===== src/rtl/instr_fetch_unit.sv =====
// Instruction fetch front end: sequences the PC, reads the
// instruction (and mvi immediate) and hands it to the core.
module instr_fetch_unit #(
  parameter int ADDR_W   = 6,
  parameter int DATA_W   = 16,
  parameter int MEM_LAT  = 1,
  parameter int END_ADDR = 63
) (
  input  logic              Clock,
  input  logic              Resetn,
  input  logic              Run,
  input  logic [DATA_W-1:0] MemData,
  input  logic              Done,
  input  logic [1:0]        Ciclo,
  output logic [ADDR_W-1:0] Addr,
  output logic [DATA_W-1:0] DIN,
  output logic              Go,
  output logic [ADDR_W-1:0] PC,
  output logic              Halted,
  output logic              Err
);

  typedef enum logic [2:0] {
    IDLE,
    FETCH_I,
    FETCH_IMM,
    READY,
    HALT
  } state_t;

  localparam logic [1:0] LAT = 2'(MEM_LAT);
  localparam logic [ADDR_W-1:0] ONE = ADDR_W'(1);
  localparam logic [ADDR_W-1:0] TWO = ADDR_W'(2);

  state_t state;
  state_t state_n;

  logic [1:0]        cnt;
  logic [1:0]        cnt_n;
  logic [ADDR_W-1:0] pc_n;
  logic [ADDR_W-1:0] addr_n;
  logic [ADDR_W-1:0] pc_p1;
  logic [ADDR_W-1:0] pc_p2;
  logic [DATA_W-1:0] instr;
  logic [DATA_W-1:0] instr_n;
  logic [DATA_W-1:0] imm;
  logic [DATA_W-1:0] imm_n;
  logic              go_n;
  logic              halted_n;
  logic              err_n;
  logic              is_mvi;
  logic              last;
  logic              at_end;

  assign pc_p1  = PC + ONE;
  assign pc_p2  = PC + TWO;
  assign is_mvi = (instr[8:6] == 3'b001);
  assign last   = (cnt == LAT);

  // The last instruction is the one at END_ADDR, or an mvi whose
  // immediate word sits there.
  assign at_end = (int'(PC) == END_ADDR) ||
                  (is_mvi && (int'(pc_p1) == END_ADDR));

  // The immediate is only exposed in the core's second time-step.
  always_comb begin
    DIN = instr;
    if (state == READY && is_mvi && Ciclo == 2'b01)
      DIN = imm;
  end

  // Next-state logic and next values of every register.
  always_comb begin
    state_n  = state;
    cnt_n    = cnt;
    pc_n     = PC;
    addr_n   = Addr;
    instr_n  = instr;
    imm_n    = imm;
    halted_n = Halted;
    err_n    = Err | (Done && state != READY);
    unique case (state)
      IDLE: begin
        addr_n = PC;
        cnt_n  = 2'd0;
        if (Run)
          state_n = FETCH_I;
      end
      FETCH_I: begin
        addr_n = PC;
        if (last) begin
          instr_n = MemData;
          cnt_n   = 2'd0;
          if (MemData[8:6] == 3'b001) begin
            addr_n  = pc_p1;
            state_n = FETCH_IMM;
          end else begin
            state_n = READY;
          end
        end else begin
          cnt_n = cnt + 2'd1;
        end
      end
      FETCH_IMM: begin
        addr_n = pc_p1;
        if (last) begin
          imm_n   = MemData;
          cnt_n   = 2'd0;
          state_n = READY;
        end else begin
          cnt_n = cnt + 2'd1;
        end
      end
      READY: begin
        if (Done) begin
          if (at_end) begin
            halted_n = 1'b1;
            state_n  = HALT;
          end else begin
            pc_n    = is_mvi ? pc_p2 : pc_p1;
            addr_n  = pc_n;
            cnt_n   = 2'd0;
            state_n = Run ? FETCH_I : IDLE;
          end
        end
      end
      HALT: begin
        halted_n = 1'b1;
      end
      default: begin
        state_n = IDLE;
      end
    endcase
    go_n = (state_n == READY);
  end

  // State and datapath registers.
  always_ff @(posedge Clock or negedge Resetn) begin
    if (!Resetn) begin
      state  <= IDLE;
      cnt    <= 2'd0;
      PC     <= '0;
      Addr   <= '0;
      instr  <= '0;
      imm    <= '0;
      Go     <= 1'b0;
      Halted <= 1'b0;
      Err    <= 1'b0;
    end else begin
      state  <= state_n;
      cnt    <= cnt_n;
      PC     <= pc_n;
      Addr   <= addr_n;
      instr  <= instr_n;
      imm    <= imm_n;
      Go     <= go_n;
      Halted <= halted_n;
      Err    <= err_n;
    end
  end

endmodule


===== config.mk =====
export PLATFORM = sky130hd
export DESIGN_NAME = instr_fetch_unit
export DESIGN_NICKNAME = d
export VERILOG_FILES = /design/src/rtl/instr_fetch_unit.sv
export SDC_FILE = /design/constraint.sdc
export NUM_CORES = 1
export LEC_CHECK = 0
export BUFFER_PORTS_ARGS = -buffer_cell sky130_fd_sc_hd__buf_2
export CORE_UTILIZATION = 35
export CTS_CLUSTER_SIZE = 40
export DETAILED_ROUTE_END_ITERATION = 12
export GPL_ROUTABILITY_DRIVEN = 0
export PLACE_DENSITY_LB_ADDON = 0.2
export SLEW_MARGIN = 25
export SYNTH_ARGS = -nofsm -noshare
export SYNTH_HDL_FRONTEND = slang
export SYNTH_SLANG_ARGS = --single-unit

===== constraint.sdc =====
create_clock -name Clock -period 3.85 [get_ports Clock]
set_input_delay 0.1925 -clock Clock [delete_from_list [all_inputs] [get_ports Clock]]
set_output_delay 0.1925 -clock Clock [all_outputs]
set_load 0.01 [all_outputs]

# Yosys cells after proc, flatten, opt, wreduce, memory -nomap -nowiden
# Index checks and enable logic that the tools add are counted.
[op_classes] shift=0 n_eq_ne=15 bitwise_logic=2 magnitude_cmp=0 n_div=0 muxes=22 n_mul=0 reduce_logical=16 add_sub_neg=3
[op_table] cell="$mux W6" count=5
[op_table] cell="$pmux W6 S4" count=1
[op_table] cell="$mux W16" count=1
[op_table] cell="$mux W3" count=5
[op_table] cell="$pmux W3 S5" count=1
[op_table] cell="$eq A6 B1 Y1 const B" count=2
[op_table] cell="$reduce_and A3 Y1" count=4
[op_table] cell="$eq A3 B1 Y1 const B" count=3
[op_table] cell="$eq A3 B2 Y1 const B" count=3
[op_table] cell="$add A6 B1 Y6 const B" count=1
[op_table] cell="$add A6 B2 Y6 const B" count=1
[op_table] cell="$mux W2" count=3
[op_table] cell="$ne A2 B2 Y1 const B" count=3
[op_table] cell="$pmux W2 S3" count=1
[op_table] cell="$eq A2 B1 Y1 const B" count=2
[op_table] cell="$logic_and A1 B1 Y1" count=4
[op_table] cell="$mux W1" count=4
[op_table] cell="$reduce_and A2 Y1" count=2
[op_table] cell="$reduce_bool A4 Y1" count=1
[op_table] cell="$eq A3 B3 Y1 const B" count=1
[op_table] cell="$logic_not A3 Y1" count=1
[op_table] cell="$ne A3 B2 Y1 const B" count=1
[op_table] cell="$reduce_bool A3 Y1" count=1
[op_table] cell="$add A2 B1 Y2 const B" count=1
[op_table] cell="other kinds (6)" count=6
[word_totals] elab_cells=67 in_bits=22 mem_bits_ro=0 out_inout_bits=31 memories=0 ram_bits=0 ff_bits=52 latch_bits=0

# Logic depth before layout (Yosys ltp)
[logic_depth] depth_word=8 ltp_mapped=8

# Worst setup path before layout
# Ideal clock, no wire load.
[synth_path] path_type="register to register" from="register PC[1]" to="register Addr[1]" path_stages_with_launch=8 t_arrival_ns=1.987 required_time_ns=3.725 synth_period_minus_slack_ns=2.113 setup_time_ns=0.125 path_slack_ns=1.737 path_buffers=1 cell_sequence="dfrtp_1 ha_1 and4_4 and2_4 buf_6 nor3b_4 o2bb2ai_4 mux2_4"
[synth_via] elab_chain_cells=6 word_cells_on_any_way=14 cone_classes="2 x add/sub; 3 x eq/ne; 6 x mux; 3 x reduce/logical"
[synth_lines] item="start, declared" line_no="18" rtl="output logic [ADDR_W-1:0] PC,"
[synth_lines] item="start signal, assigned" line_no="152" rtl="PC <= pc_n;"
[synth_lines] item="$add A6 B1 Y6" line_no="55" rtl="assign pc_p1 = PC + ONE;"
[synth_lines] item="$eq A6 B1 Y1" line_no="63" rtl="(is_mvi && (int'(pc_p1) == END_ADDR));"
[synth_lines] item="$logic_and A1 B1 Y1" line_no="63"
[synth_lines] item="$logic_or A1 B1 Y1" line_no="62" rtl="assign at_end = (int'(PC) == END_ADDR) ||"
[synth_lines] item="$ne A2 B2 Y1 (no source line)"
[synth_lines] item="$reduce_and A3 Y1 (no source line)"
[synth_lines] item="end signal, assigned" line_no="153" rtl="Addr <= addr_n;"
[synth_lines] item="end, declared" line_no="15" rtl="output logic [ADDR_W-1:0] Addr,"
# Parallel ways exist; a longest one is shown, timed or not. The select of a mux whose other input is x is not followed.
# A chain may end at the register's enable or synchronous reset.

# Worst setup path in the final report
[layout_path] from="register state[2]" to="output DIN[11]"
[layout_via] elab_chain_cells=4
[layout_lines] item="start, declared" line_no="35" rtl="state_t state;"
[layout_lines] item="start signal, assigned" line_no="150" rtl="state <= state_n;"
[layout_lines] item="$eq A3 B2 Y1" line_no="68" rtl="if (state == READY && is_mvi && Ciclo == 2'b01)"
[layout_lines] item="$logic_and A1 B1 Y1 (2 in series)" line_no="68"
[layout_lines] item="$mux W16" line_no="68"
[layout_lines] item="end, declared" line_no="16" rtl="output logic [DATA_W-1:0] DIN,"
# No other way between the ends.

==> impl_metrics.ini <==
[outcome]
status = completed

[global_routing]
grt-ovfl-total = 0
groute.usage.overall_pct = 16.3
grt_pass1_wl_um = 11100
grt_antenna_before_repair = 0
grt_max_degree = 41
grt_pass1_vias = 2191

[floorplan]
die_area_sq_um = 8880
die_w_um = 94.2
pin_count = 53
start_util_pct = 36.2
rows = 33
core_sq_um = 8220
die_h_um = 94.2

[logic_synthesis]
synth_cell_types = 66
ys_seq_area_share_pct = 43.7
dominantRegCellSynth = dfrtp_1
synth_edf_count = 0
synth_seq_cells = 52
syn_area_sq_um = 2980
synth-async-reset-ratio_pct = 100
yosysWarningCount = 0
synth_cells = 259
syn_area_per_cell_sq_um = 11.5
synthesis.nets = 284

[placed_design]
place_ws_ns = 1.35
dp_hpwl_um = 4610
numPortBuffers = 52

[flow_run]
max_cap_viol_count = 0

[power_and_ir_drop]
finalPower_w = 0.00250
p_int_w = 0.00151
pwr-share-clk_pct = 14.1
p_leak_nw = 1.52
netSwitchingPower_w = 0.000992
combPwrFrac_pct = 44.9
power.share.switching_pct = 39.6
p_per_area_nw_per_um2 = 738
peakVddDrop_uv = 314
pwr-share-seq_pct = 41.0

[clocking]
clk_latency_ns = 0.32
post_cts_resized = 0
htreeDepth = 2
cts-root-buf = clkbuf_8
clk_path_buf_depth = 2
clkTransAtPathRegs_ns = 0.11
clock_sinks = 52
cts.hold.buffers_added = 1
tritoncts = built
post_cts_buffers = 0
cts_buffers = 5

[layout]
syn_to_final_growth_pct = 14.0
nNetsFinal = 330
most-common-layout-cells = dfrtp_1 (52), buf_2 (52), mux2_2 (29), mux2_1 (16), nand2_1 (14)
diodes = 0
drive_gt1_share_pct = 35.6

[worst_hold_path]
holdCritPathClass = input port to flop
hold_start = MemData[10]

[timing]
fin_crit_ns = 2.88
rsz0062_at_grt = false
finalSetupTns_ns = 0
fin_skew_ns = 0.00792
tightest_slew_ns = 1.01
setup_viol = 0
worst_slack_ns = 0.969
post-route-period-util_pct = 74.8
slew_headroom_pct = 32.9
slew_violations = 0
hold_violations = 0
fmax_ghz = 0.347

[routing]
viasPerCell = 5.34
wire_per_inst_um = 16.2
route.detailed.drc = 0
drt_iter0_drc = 138
via_count = 2195
drt_wl_total_um = 6680
final_antenna_net_count = 0
drt-pass1-iter-count = 4

[worst_setup_path]
critPathTopFamily = flip-flops
path_buf_inv = 1
critical_path_class = flop to primary output
start_kind = flop
arrival_ns = 2.69
startpoint = state[2]$_DFF_PN0_
slowest_stage = dfrtp_1
cpPeakStageDelay_ns = 1.02
crit_fanout = 27
critPathRequiredTime_ns = 3.66
timing.rr.start = state[2]$_DFF_PN0_
endpoint_kind = primary output
crit_chain = and3b_1 -> and2_2 -> nand3b_4 -> mux2_1 -> buf_2
power groups by stage:
stage | sequential (W) | combinational (W) | clock (W)
after detailed placement | 0.00104 | 0.00113 | 0
after global placement | 0.00103 | 0.00112 | 0
after floorplan | 0.000929 | 0.000917 | 0
final | 0.00103 | 0.00112 | 0.000354
after global routing | 0.00107 | 0.00125 | 0.000387
after CTS | 0.00103 | 0.00114 | 0.000370
registers in the layout, summed over array words and instances (netlist names):
register / flops
Go: 1
imm: 16
state: 3
PC: 6
Err: 1
Addr: 6
Halted: 1
instr: 16
cnt: 2
final timing paths:
path | end | slack, ns | depth (start not counted)
worst max-delay path | DIN[11] | 0.97 | 5
worst min-delay path | imm[10]$_DFFE_PN0P_ | 0.1 | 2
worst max register to register | instr[1]$_DFFE_PN0P_ | 1.50 | 3
worst min register to register | Err$_DFF_PN0_ | 0.47 | 1
max in group asynchronous | state[1]$_DFF_PN0_ | 2.74 | 3
min in group asynchronous | PC[0]$_DFFE_PN0P_ | 0.29 | 2
cell type report:
cell class,count,area [sq um]
inverter,8,30.0
multi-input combinational,182,1540
clock inverter,3,28.8
tap,105,131
timing repair buffer,56,293
clock buffer,5,68.8
sequential,52,1300
fill,811,4820
metrics by stage:
step	hold WS, ns	std cells	area, sq um	utilization (%)
6_report	0.0976	411	3390	41.3
5_1_grt	0.105	411	3390	41.3
4_1_cts	0.0858	411	3390	41.3
3_5_place_dp	0.118	402	3280	40.0
3_3_place_gp	0.116	402	3280	40.0
2_1_floorplan	-0.103	259	2980	-
cell families after synthesis:
logic type / synth area share (%)
adder cells (fa/ha/maj): 1.26
flip-flops: 43.7
AO/OA/AOI/OAI: 13.9
multiplexers: 19.5
buffers and inverters: 4.58
XOR/XNOR: 3.15
AND/OR/NAND/NOR: 13.9
worst register-to-register path: stages (launching register included):
cell     delay (ns)
dfrtp_1        1.02
nor2_1         0.12
nand3_1        0.68
mux2_2         0.43
synth_stat cells, types with 2 or more instances:
master	n	area (sq um)
dfrtp_1	52	1300
mux2_2	29	327
mux2_1	16	180
nand2_1	14	52.6
nor2_1	13	48.8
a21oi_1	10	50.1
o21ai_0	9	45.0
buf_2	7	35.0
inv_1	7	26.3
nor3_1	6	30.0
xnor2_1	6	52.6
nand3_1	4	20.0
o211ai_1	4	30.0
a21o_1	3	22.5
a31oi_1	3	18.8
and3b_1	3	26.3
buf_4	3	22.5
buf_6	3	33.8
clkbuf_1	3	11.3
ha_1	3	37.5
mux2_4	3	45.0
mux2i_1	3	30.0
o22ai_1	3	18.8
a211o_1	2	17.5
a21boi_1	2	15.0
a41oi_1	2	17.5
nand2b_1	2	12.5
nand3b_1	2	15.0
nor2b_1	2	12.5
o311ai_0	2	17.5
o41ai_1	2	17.5
xnor2_2	2	32.5
per-layer routing:
metal	track usage [%]	wire, um	vias up
met4	5.26	110	0
met2	27.3	3190	59
met1	21.2	3100	1081
met3	2.91	272	9
li1	-	-	1046
met5	0	0	-
(Power assumes the default switching activity.)
